## config.mk

```make
export PLATFORM = sky130hd
export DESIGN_NAME = vdff_pipe_flat
export DESIGN_NICKNAME = d
export VERILOG_FILES = /design/src/rtl/vdff_pkg.sv /design/src/rtl/vdff_pipe_if.sv /design/src/rtl/vdff_stage.sv /design/src/rtl/vdff_pipe.sv /design/src/flat_wrapper.sv
export SDC_FILE = /design/constraint.sdc
export NUM_CORES = 1
export LEC_CHECK = 0
export ABC_AREA = 1
export CAP_MARGIN = 40
export CORE_UTILIZATION = 35
export CTS_CLUSTER_DIAMETER = 50
export DETAILED_ROUTE_END_ITERATION = 8
export GPL_ROUTABILITY_DRIVEN = 0
export MAX_ROUTING_LAYER = met4
export PLACE_DENSITY = 0.54
export SYNTH_ARGS = -nofsm -noshare
export SYNTH_HDL_FRONTEND = slang
export SYNTH_SLANG_ARGS = --single-unit
```

## constraint.sdc

```tcl
create_clock -name clk -period 2.25 [get_ports clk]
set_input_delay 0.675 -clock clk [delete_from_list [all_inputs] [get_ports clk]]
set_output_delay 0.675 -clock clk [all_outputs]
set_load 0.02 [all_outputs]
```

## src/rtl/vdff_pkg.sv

```systemverilog
// rtl/vdff_pkg.sv - shared helpers for the vdff_pipe delay line
// Contents: clog2_min1() width helper, RST_BIT reset data constant.
package vdff_pkg;

  // Reset value of every data bit; replicate to the required width.
  localparam logic RST_BIT = 1'b0;

  // ceil(log2(n)), never less than 1, so a derived port width is never zero.
  function automatic int clog2_min1(input int n);
    int w;
    w = $clog2(n);
    return (w < 1) ? 1 : w;
  endfunction

endpackage

```

## src/rtl/vdff_pipe_if.sv

```systemverilog
// rtl/vdff_pipe_if.sv - handshake/data bundle for vdff_pipe
// Signals: en, flush, in_valid, in, sel (master drives);
//          out_valid, out, occupancy (slave drives).
interface vdff_pipe_if #(
  parameter int WIDTH = 8,
  parameter int SEL_W = 2,
  parameter int CNT_W = 3
);
  logic             en;
  logic             flush;
  logic             in_valid;
  logic [WIDTH-1:0] in;
  logic [SEL_W-1:0] sel;
  logic             out_valid;
  logic [WIDTH-1:0] out;
  logic [CNT_W-1:0] occupancy;

  modport master (
    output en, flush, in_valid, in, sel,
    input  out_valid, out, occupancy
  );

  modport slave (
    input  en, flush, in_valid, in, sel,
    output out_valid, out, occupancy
  );
endinterface

```

## src/rtl/vdff_stage.sv

```systemverilog
// rtl/vdff_stage.sv - one delay stage: data word plus valid bit
// Ports: clk, rst (async, active-high), en (advance), flush (clear valid),
//        next_valid/next_data (from previous stage), valid/data (registered).
module vdff_stage
  import vdff_pkg::*;
#(
  parameter int WIDTH = 8
) (
  input  logic             clk,
  input  logic             rst,
  input  logic             en,
  input  logic             flush,
  input  logic             next_valid,
  input  logic [WIDTH-1:0] next_data,
  output logic             valid,
  output logic [WIDTH-1:0] data
);

  // Flush clears only the valid bit; the stale word stays but is masked
  // at the output by the valid bit.
  always_ff @(posedge clk or posedge rst) begin
    if (rst) begin
      valid <= 1'b0;
      data  <= {WIDTH{RST_BIT}};
    end else if (flush) begin
      valid <= 1'b0;
    end else if (en) begin
      valid <= next_valid;
      data  <= next_data;
    end
  end

endmodule

```

## src/rtl/vdff_pipe.sv

```systemverilog
// rtl/vdff_pipe.sv - DEPTH-stage delay line with valid tracking and tap select
// Ports: clk, rst (async, active-high), bus (vdff_pipe_if.slave):
//        en/flush/in_valid/in/sel in; out_valid/out/occupancy out.
module vdff_pipe
  import vdff_pkg::*;
#(
  parameter int WIDTH = 8,
  parameter int DEPTH = 4,
  parameter int SEL_W = clog2_min1(DEPTH),
  parameter int CNT_W = clog2_min1(DEPTH + 1)
) (
  input  logic       clk,
  input  logic       rst,
  vdff_pipe_if.slave bus
);

  logic [DEPTH-1:0]            valid;
  logic [DEPTH-1:0][WIDTH-1:0] data;
  logic [DEPTH-1:0]            chain_valid;
  logic [DEPTH-1:0][WIDTH-1:0] chain_data;

  for (genvar k = 0; k < DEPTH; k++) begin : g_stage
    if (k == 0) begin : g_head
      assign chain_valid[k] = bus.in_valid;
      assign chain_data[k]  = bus.in;
    end else begin : g_body
      assign chain_valid[k] = valid[k-1];
      assign chain_data[k]  = data[k-1];
    end

    vdff_stage #(.WIDTH(WIDTH)) u_stage (
      .clk        (clk),
      .rst        (rst),
      .en         (bus.en),
      .flush      (bus.flush),
      .next_valid (chain_valid[k]),
      .next_data  (chain_data[k]),
      .valid      (valid[k]),
      .data       (data[k])
    );
  end

  // Tap mux: only registered state feeds the output. A sel value with no
  // matching stage leaves the defaults (invalid, zero). DEPTH=1 ignores sel.
  logic             tap_valid;
  logic [WIDTH-1:0] tap_data;

  always_comb begin
    tap_valid = 1'b0;
    tap_data  = '0;
    for (int k = 0; k < DEPTH; k++) begin
      if (DEPTH == 1 || bus.sel == SEL_W'(k)) begin
        tap_valid = valid[k];
        tap_data  = data[k];
      end
    end
  end

  assign bus.out_valid = tap_valid;
  assign bus.out       = tap_valid ? tap_data : '0;

  // Popcount of the valid bits; tracks flush and stalls by construction.
  logic [CNT_W-1:0] occ;

  always_comb begin
    occ = '0;
    for (int k = 0; k < DEPTH; k++) begin
      occ = occ + CNT_W'(valid[k]);
    end
  end

  assign bus.occupancy = occ;

endmodule

```

## src/flat_wrapper.sv

```systemverilog
// flat-port wrapper written by rule: the top's interface ports become plain ports
module vdff_pipe_flat import vdff_pkg::*;
#(
  parameter int WIDTH = 8,
  parameter int DEPTH = 4,
  parameter int SEL_W = clog2_min1(DEPTH),
  parameter int CNT_W = clog2_min1(DEPTH + 1)
)
  (clk, rst, bus_en, bus_flush, bus_in_valid, bus_in, bus_sel, bus_out_valid, bus_out, bus_occupancy);
  vdff_pipe_if #(.WIDTH(WIDTH), .SEL_W(SEL_W), .CNT_W(CNT_W)) bus_i ();
  input  logic clk;
  input  logic rst;
  input wire logic [$bits(bus_i.en)-1:0] bus_en;
  input wire logic [$bits(bus_i.flush)-1:0] bus_flush;
  input wire logic [$bits(bus_i.in_valid)-1:0] bus_in_valid;
  input wire logic [$bits(bus_i.in)-1:0] bus_in;
  input wire logic [$bits(bus_i.sel)-1:0] bus_sel;
  output wire logic [$bits(bus_i.out_valid)-1:0] bus_out_valid;
  output wire logic [$bits(bus_i.out)-1:0] bus_out;
  output wire logic [$bits(bus_i.occupancy)-1:0] bus_occupancy;
  assign bus_i.en = bus_en;
  assign bus_i.flush = bus_flush;
  assign bus_i.in_valid = bus_in_valid;
  assign bus_i.in = bus_in;
  assign bus_i.sel = bus_sel;
  assign bus_out_valid = bus_i.out_valid;
  assign bus_out = bus_i.out;
  assign bus_occupancy = bus_i.occupancy;
  vdff_pipe #(.WIDTH(WIDTH), .DEPTH(DEPTH), .SEL_W(SEL_W), .CNT_W(CNT_W)) u_core (.clk(clk), .rst(rst), .bus(bus_i));
endmodule
```

Word level (Yosys, flattened, before mapping)
Cells that the tools add are included.
Widths: inputs -> output; s select.
- add/sub/neg operators: 3
- equal/unequal tests: 3
- muxes and demuxes: 17
- bitwise logic cells: 1
- reduce and logical (&&, ||, !) cells: 3
- operators by type and width (cell ; count):
    $mux 8 ; 5
    $mux 1 ; 12
    $add 3x1->3 ; 2
    $eq 2x2->1 const B ; 2
    $add 1x1->2 ; 1
    $eq 2x1->1 const B ; 1
    $logic_not 2->1 ; 1
    $reduce_and 2->1 ; 1
    $reduce_bool 2->1 ; 1
    $not 1->1 ; 1
- bits in registers: 36
- input bits: 15
- output and inout port bits: 12
- logic and storage cells: 35

Longest topological paths before layout
- depth after elaboration: 6
- gate-level depth with buffers: 8
- gate-level depth less buffers: 7

Hierarchy
Synthesis repeated with hierarchy kept, for this count alone.
- cells, all modules: 256
- area total of the unflattened synthesis: 1933.1 µm²
- by module, submodules not included (module ; times used ; cells each ; area each (µm²) ; sequential area each (µm²)):
    vdff_stage ; 4 ; 41 ; 362.8 ; 225.2
    vdff_pipe ; 1 ; 92 ; 481.7 ; 0.0

Worst setup path before layout
OpenSTA, ideal clock, no wires.
- path kind: input to output
- start: input bus_sel[1]
- end: output bus_out[0]
- arrival: 1499 ps
- path slack: 76 ps
- cell stages on the path: 6
- cell sequence: buf_6 nor2_4 nand2_1 nand3_2 nand3_2 nor2_1
- cells in the longest elaborated chain, start to end: 6
- elaborated cells between the ends (all ways): 13
- ends and longest elaborated chain (element ; RTL line ; source):
    start: declaration ; flat_wrapper.sv:17 ; input wire logic [$bits(bus_i.sel)-1:0] bus_sel;
    $logic_not 2->1 ; vdff_pipe.sv:52 ; if (DEPTH == 1 || bus.sel == SEL_W'(k)) begin
    $mux 8 / $mux 1 (equally long branches) (4 in series) ; vdff_pipe.sv:52 ;
    $mux 8 * ; vdff_pipe.sv:60 ; assign bus.out = tap_valid ? tap_data : '0;
    end: declaration ; flat_wrapper.sv:19 ; output wire logic [$bits(bus_i.out)-1:0] bus_out;
Mark *: on every way between the ends. The rest lies on a longest branch, timed or not.

Worst setup path after layout
- start: register u_core.g_stage[0].u_stage.valid
- end: output bus_occupancy[1]
- cells in the longest elaborated chain, start to end: 3
- ends and longest elaborated chain (element ; RTL line ; source):
    start: declaration ; vdff_stage.sv:15 ; output logic valid,
    start signal: assignment ; vdff_stage.sv:28 ; valid <= next_valid;
    $add 1x1->2 ; vdff_pipe.sv:68 ; occ = occ + CNT_W'(valid[k]);
    $add 3x1->3 (2 in series) ; vdff_pipe.sv:68 ;
    end: declaration ; flat_wrapper.sv:20 ; output wire logic [$bits(bus_i.occupancy)-1:0] bus_occupancy;
Every way passes these cells.

==> flow_summary.yaml <==
setup_path:
  worstPathMaxFanout: 2
  cp.required_ns: 1.57
  path_cells: "ha_1 -> fa_2 -> ha_4 -> buf_6"
  max_stage_delay_ns: 0.38
  crit_path_end_kind: "primary output"
  crit_slowest_cell: "dfrtp_1"
  cp-start-kind: "flop"
  criticalPathCategory: "reg2out"
  cp.arrival_ns: 1.71
placed_design:
  dp_hpwl_um: 2690
  io_buffers: 26
  pre_cts_ws_ns: -0.907
finish:
  drive_above_1_share: 0.290
  area_growth_pct: 39.1
  register_area_sq_um: 901
  num-fill-cells: 538
  final_nets: 287
  multi_input_area_sq_um: 858
  n_antenna_cell: 0
drt:
  m1WireLength_um: 1870
  drc: 0
  vias: 1487
  topRoutingLayerUsed: "met4"
  dr_wl_met2_um: 1800
  dr.pass1.iters: 4
  initialDrtViolationCount: 78
  wl_per_cell_um: 11.2
  wl_um: 3810
  vias_per_cell: 4.39
  dr_wl_met3_um: 109
  final_antenna_net_count: 0
global_routing:
  grt_pass1_wl_um: 6330
  grt_max_degree: 37
  grt_pass1_vias: 1349
  antenna_found_initial: 0
  grt-ovfl-total: 0
  track_usage: 0.160
synthesis:
  synth_top_cell_by_area: "dfrtp_1"
  yosysTopAreaCellShare: 0.490
  synthMuxAreaShare: 0.0122
  synth-simple-area-share: 0.252
  synth_top_family_by_area: "simple AND/OR/NAND/NOR gates"
  synth_nets: 245
  yosys_warnings: 0
  synth.top_cells.by_area: "dfrtp_1 (49%), nand2_1 (11%), o21ai_0 (6.8%), inv_1 (6.7%), nand3_1 (4.4%)"
  synth-async-reset-ratio: 1.00
  synth_cells: 227
  ys_seq_elements: 36
  ys.flop_type: "dfrtp_1"
  syn_avg_cell_area_sq_um: 8.10
  synthAdderAreaFrac: 0.0245
  synth_most_common_cell: "nand2_1"
  synth_common_cells: "nand2_1 (56), dfrtp_1 (36), inv_1 (33)"
  synth_xor_area_frac: 0
  synth_cell_types: 24
  ys_seq_area_frac: 0.490
  synthesis.area_sq_um: 1840
  synth_edf_count: 0
  synth_compound_gate_area_share: 0.116
pwr:
  vdd_ir_drop_max_uv: 371
  p_leak_uw: 0.00127
  power_density_nw_per_um2: 641
cts:
  numCtsBuffers: 5
  clk_latency_ns: 0.28
  tritoncts: "yes"
  cts.path.max_buffers: 2
  cts.sink_count: 36
  cts.hold.buffers_added: 0
  path_clk_slew_ns: 0.07
  htree_levels: 2
  cts_root_buffer: "clkbuf_8"
sta:
  period_share: 1.06
  rsz0062_at_grt: "yes"
  fmax_mhz: 419
  hold_viol_final: 0
  worst_pin_slew_ns: 0.460
  drv_slew: 0
  period_minus_slack_ns: 2.39
  finalSetupViolCount: 4
  tns_ns: -0.222
  slew_headroom: 0.693
  fin_worst_skew_ns: 0.00676
  finalWorstSetupSlack_ns: -0.137
floorplan:
  coreArea_sq_um: 5070
  initial_core_util: 0.362
  fp-row-count: 26
  die_area_sq_um: 5550
  ios: 27
  dieHeight_um: 74.5
  die_w_um: 74.5
outcome:
  status: "finished with violations"
  violations: "setup timing"
job:
  max_cap_viol_count: 0
min_path:
  min_path_type: "reg2reg"
-- final timing paths --
| check | cells after the start | end | slack (ns) | start |
|---|---|---|---|---|
| worst max-delay path | 4 | bus_occupancy[1] | -0.14 | u_core.g_stage[0].u_stage.valid |
| worst min-delay path | 2 | u_core.g_stage[3].u_stage.data[0] | 0.48 | u_core.g_stage[3].u_stage.data[0] |
| worst max register to register | 4 | u_core.g_stage[0].u_stage.valid | 1.34 | u_core.g_stage[0].u_stage.valid |
| worst min register to register | 2 | u_core.g_stage[3].u_stage.data[0] | 0.48 | u_core.g_stage[3].u_stage.data[0] |
| max in group asynchronous | 3 | u_core.g_stage[3].u_stage.valid | 1.13 | rst |
| min in group asynchronous | 3 | u_core.g_stage[0].u_stage.data[2] | 0.80 | rst |
-- through the flow --
| stage | utilization | hold WS [ns] | total power (uW) | instance area (sq um) | instances |
|---|---|---|---|---|---|
| detailed placement | 0.444 | 0.471 | 1130 | 2250 | 328 |
| CTS | 0.485 | 0.488 | 1640 | 2460 | 337 |
| finish | 0.504 | 0.482 | 1640 | 2560 | 339 |
| global route | 0.504 | 0.514 | 1750 | 2560 | 339 |
| floorplan | - | 0.445 | 1010 | 1840 | 227 |
| global placement | 0.444 | 0.464 | 1120 | 2250 | 328 |
-- repair_timing --
action	CTS	global route
pin swaps	8	21
resized for setup	100	26
buffers inserted	2	3
endpoints found under the setup margin	12	11
hold endpoints to repair	0	0
-- final cells by class --
| type | instances | share of cell area |
|---|---|---|
| Multi-Input combinational cell | 146 | 0.335 |
| Timing Repair Buffer | 45 | 0.184 |
| Clock buffer | 7 | 0.0377 |
| Sequential cell | 36 | 0.352 |
| Inverter | 35 | 0.0567 |
| Tap cell | 70 | 0.0342 |
-- flip-flops by register name (all words and copies together), names as in the netlist --
name,flops
u_core.g_stage.u_stage.data,32
u_core.g_stage.u_stage.valid,4
-- cells in the final DEF, fill, tap and decap left out, types with 3 or more instances in the layout --
| cell type | Yosys | layout |
|---|---|---|
| nand3_2 | 4 | 8 |
| buf_6 | 2 | 12 |
| clkbuf_8 | 0 | 7 |
| inv_2 | 2 | 3 |
| nor2_1 | 15 | 14 |
| nand2_1 | 56 | 51 |
| nand2_2 | 2 | 5 |
| buf_4 | 1 | 14 |
| buf_12 | 0 | 3 |
| a21oi_1 | 12 | 11 |
| dfrtp_1 | 36 | 36 |
| nand3_1 | 16 | 10 |
| clkdlybuf4s50_1 | 0 | 12 |
| buf_8 | 0 | 3 |
| o21ai_2 | 1 | 5 |
| o21ai_0 | 25 | 20 |
| inv_1 | 33 | 29 |
| o22ai_1 | 3 | 3 |
-- critical path, delay by kind of cell, from the launching register on --
family / cells / cell delay (ns)
adder cells (fa/ha/maj): 3 / 0.95
buffers and inverters: 1 / 0.10
flip-flops: 1 / 0.38
-- report_power, final --
group          internal (uW)  switching (uW)
combinational            160             196
clock                    272             210
sequential               746            56.7
-- per-layer routing --
| layer | track usage | up-vias |
|---|---|---|
| met1 | 0.226 | 669 |
| li1 | - | 794 |
| met5 | - | - |
| met3 | 0.0407 | 2 |
| met2 | 0.223 | 22 |
| met4 | 0.0503 | 0 |
-- cell families after synthesis --
| family | after synthesis |
|---|---|
| AOI/OAI and AO/OA | 41 |
| adders and majority gates | 3 |
| buffers and inverters | 45 |
| DFF | 36 |
| muxes | 2 |
| and+or+nand+nor | 100 |
(Power assumes the default switching activity.)
==> variant, RTL diff (same flow settings) <==
`WIDTH` is set to 8 in 4 places; all go to 10.
--- a/src/rtl/vdff_pipe_if.sv
+++ b/src/rtl/vdff_pipe_if.sv
@@ -4,3 +4,3 @@
 interface vdff_pipe_if #(
-  parameter int WIDTH = 8,
+  parameter int WIDTH = 10,
   parameter int SEL_W = 2,
--- a/src/rtl/vdff_stage.sv
+++ b/src/rtl/vdff_stage.sv
@@ -6,3 +6,3 @@
 #(
-  parameter int WIDTH = 8
+  parameter int WIDTH = 10
 ) (
--- a/src/rtl/vdff_pipe.sv
+++ b/src/rtl/vdff_pipe.sv
@@ -6,3 +6,3 @@
 #(
-  parameter int WIDTH = 8,
+  parameter int WIDTH = 10,
   parameter int DEPTH = 4,
--- a/src/flat_wrapper.sv
+++ b/src/flat_wrapper.sv
@@ -3,3 +3,3 @@
 #(
-  parameter int WIDTH = 8,
+  parameter int WIDTH = 10,
   parameter int DEPTH = 4,
Interface: changed (resized bus_in and bus_out); port bits go from 27 to 31. The function was not compared with the original's and may differ.
==> variant against the original RTL <==
  * The run still ends with negative setup slack left
  * Routed wire length is 31% higher
  * Via count is 24% higher
  * Synthesized area is 21% higher
  * Design area is 24% higher
  * Setup slack worse by 0.0071 ns
  * Clock skew is 0.0024 ns lower
  * Non-clock buffer count is 13 higher
  * Sequential power is 21% higher
  * Power is 29% higher
  * Global-route usage is 2.2 points higher
  * Critical path depth stayed put
  * Sequential cell count is 8 higher
  * Highest routed layer unchanged
==> variant: results (changes against the original RTL) <==
metric;value;unit;change
setup_ws;-0.144;ns;-0.00712 ns
syn-num-nets;296;;+21%
setup_tns;-0.547;ns;-0.325 ns
use_met3;3.56;%;-0.51 points
synth_mux_area_share;0;%;-1.2 points
min_path_type;flop to flop;;
critPathArrivalTime;1.72;ns;
dp_hpwl;3260;um;+21%
setup_viol_count_final;12;;+8
fillerInstances;595;;+11%
grt_max_degree;84;;+130%
clk_latency;0.30;ns;+0.02 ns
top_regs;u_core.g_stage.u_stage.data (40), u_core.g_stage.u_stage.valid (4);;
fin_nets;347;;+21%
dp_slack;-0.964;ns;-0.0570 ns
place_area;2750;um^2;+22%
yosys.area_share.adder;2.02;%;-0.43 points
ys_top_cells_by_count;nand2_1, dfrtp_1, inv_1;;
violations;negative setup slack;;
cp_slowest_stage_delay;0.41;ns;+0.03 ns
numPortBuffers;30;;+15%
gr-usage-all-layers;18.1;%;+2.2 points
yosysSeqAreaShare;49.4;%;+0.46 points
synth_compound_area_share;12.5;%;+0.91 points
routed_wl;5000;um;+31%
tightest_slew;0.485;ns;+0.0245 ns
grt_pass1_vias;1881;;+39%
drt-wirelength-per-cell;12.4;um;+10%
grt_pass1_wl;8880;um;+40%
run_status;complete, but fails checks;;
firstDrtPassIters;4;;unchanged
drtIter0Drc;80;;+2.6%
gr-usage-met1;23.9;%;+1.2 points
peakVddDrop;0.000305;V;-18%
place_inst;392;;+20%
finalClockSkew;0.00438;ns;-0.00238 ns
p_int;1.51;mW;+28%
grt_use_met2;27.6;%;+5.3 points
drive_gt1_share;32.9;%;+3.9 points
syn_area_per_cell;8.07;um^2;-0.41%
==> variant: cell count changes after synthesis, sizes merged <==
cell and change:
a21oi +6, inv +5, buf +3, nand3 +4, o21ai +7, or2 +2
nand2 +7, mux2 -2, dfrtp +8, nor2 +8, clkbuf +1
==> variant: power groups by stage <==
stage	logic (mW)	registers (mW)	clock network (mW)
after detailed placement	0.393	0.986	0
after floorplan	0.263	0.971	0
final	0.463	0.975	0.675
after CTS	0.427	0.973	0.688
after global placement	0.388	0.985	0
after global routing	0.529	0.993	0.724
==> variant: layout make-up <==
type	count	area [um^2]	share of cell area (%)
sequential	44	1100	34.8
multi-input combinational	178	1080	34.0
timing repair buffer	58	609	19.2
inverter	40	160	5.06
clock buffer	7	96.3	3.04
tap	75	93.8	2.96
clock inverter	1	30.0	0.948
==> variant: layer usage <==
layer | vias to the layer above | share of wire [%] | routed length, um
met5 | - | 0 | 0
met4 | 0 | 1.7 | 85
met3 | 7 | 3.2 | 158
met2 | 24 | 46 | 2320
met1 | 849 | 49 | 2430
li1 | 969 | - | -
==> variant: timing repair <==
action / in CTS / in global routing
pin swaps: 16 / 16
setup buffers: 3 / 1
setup endpoints to repair: 14 / 13
resized for setup: 129 / 40
==> variant: worst paths after layout <==
check,from,end,slack (ns),cells after the start
worst max register to register,u_core.g_stage[0].u_stage.valid,u_core.g_stage[1].u_stage.valid,1.20,5
min in group asynchronous,rst,u_core.g_stage[1].u_stage.data[9],0.63,2
worst min register to register,u_core.g_stage[3].u_stage.data[3],u_core.g_stage[3].u_stage.data[3],0.49,2
worst min-delay path,u_core.g_stage[3].u_stage.data[3],u_core.g_stage[3].u_stage.data[3],0.49,2
max in group asynchronous,rst,u_core.g_stage[3].u_stage.data[1],1.12,3
worst max-delay path,u_core.g_stage[0].u_stage.valid,bus_occupancy[1],-0.14,4
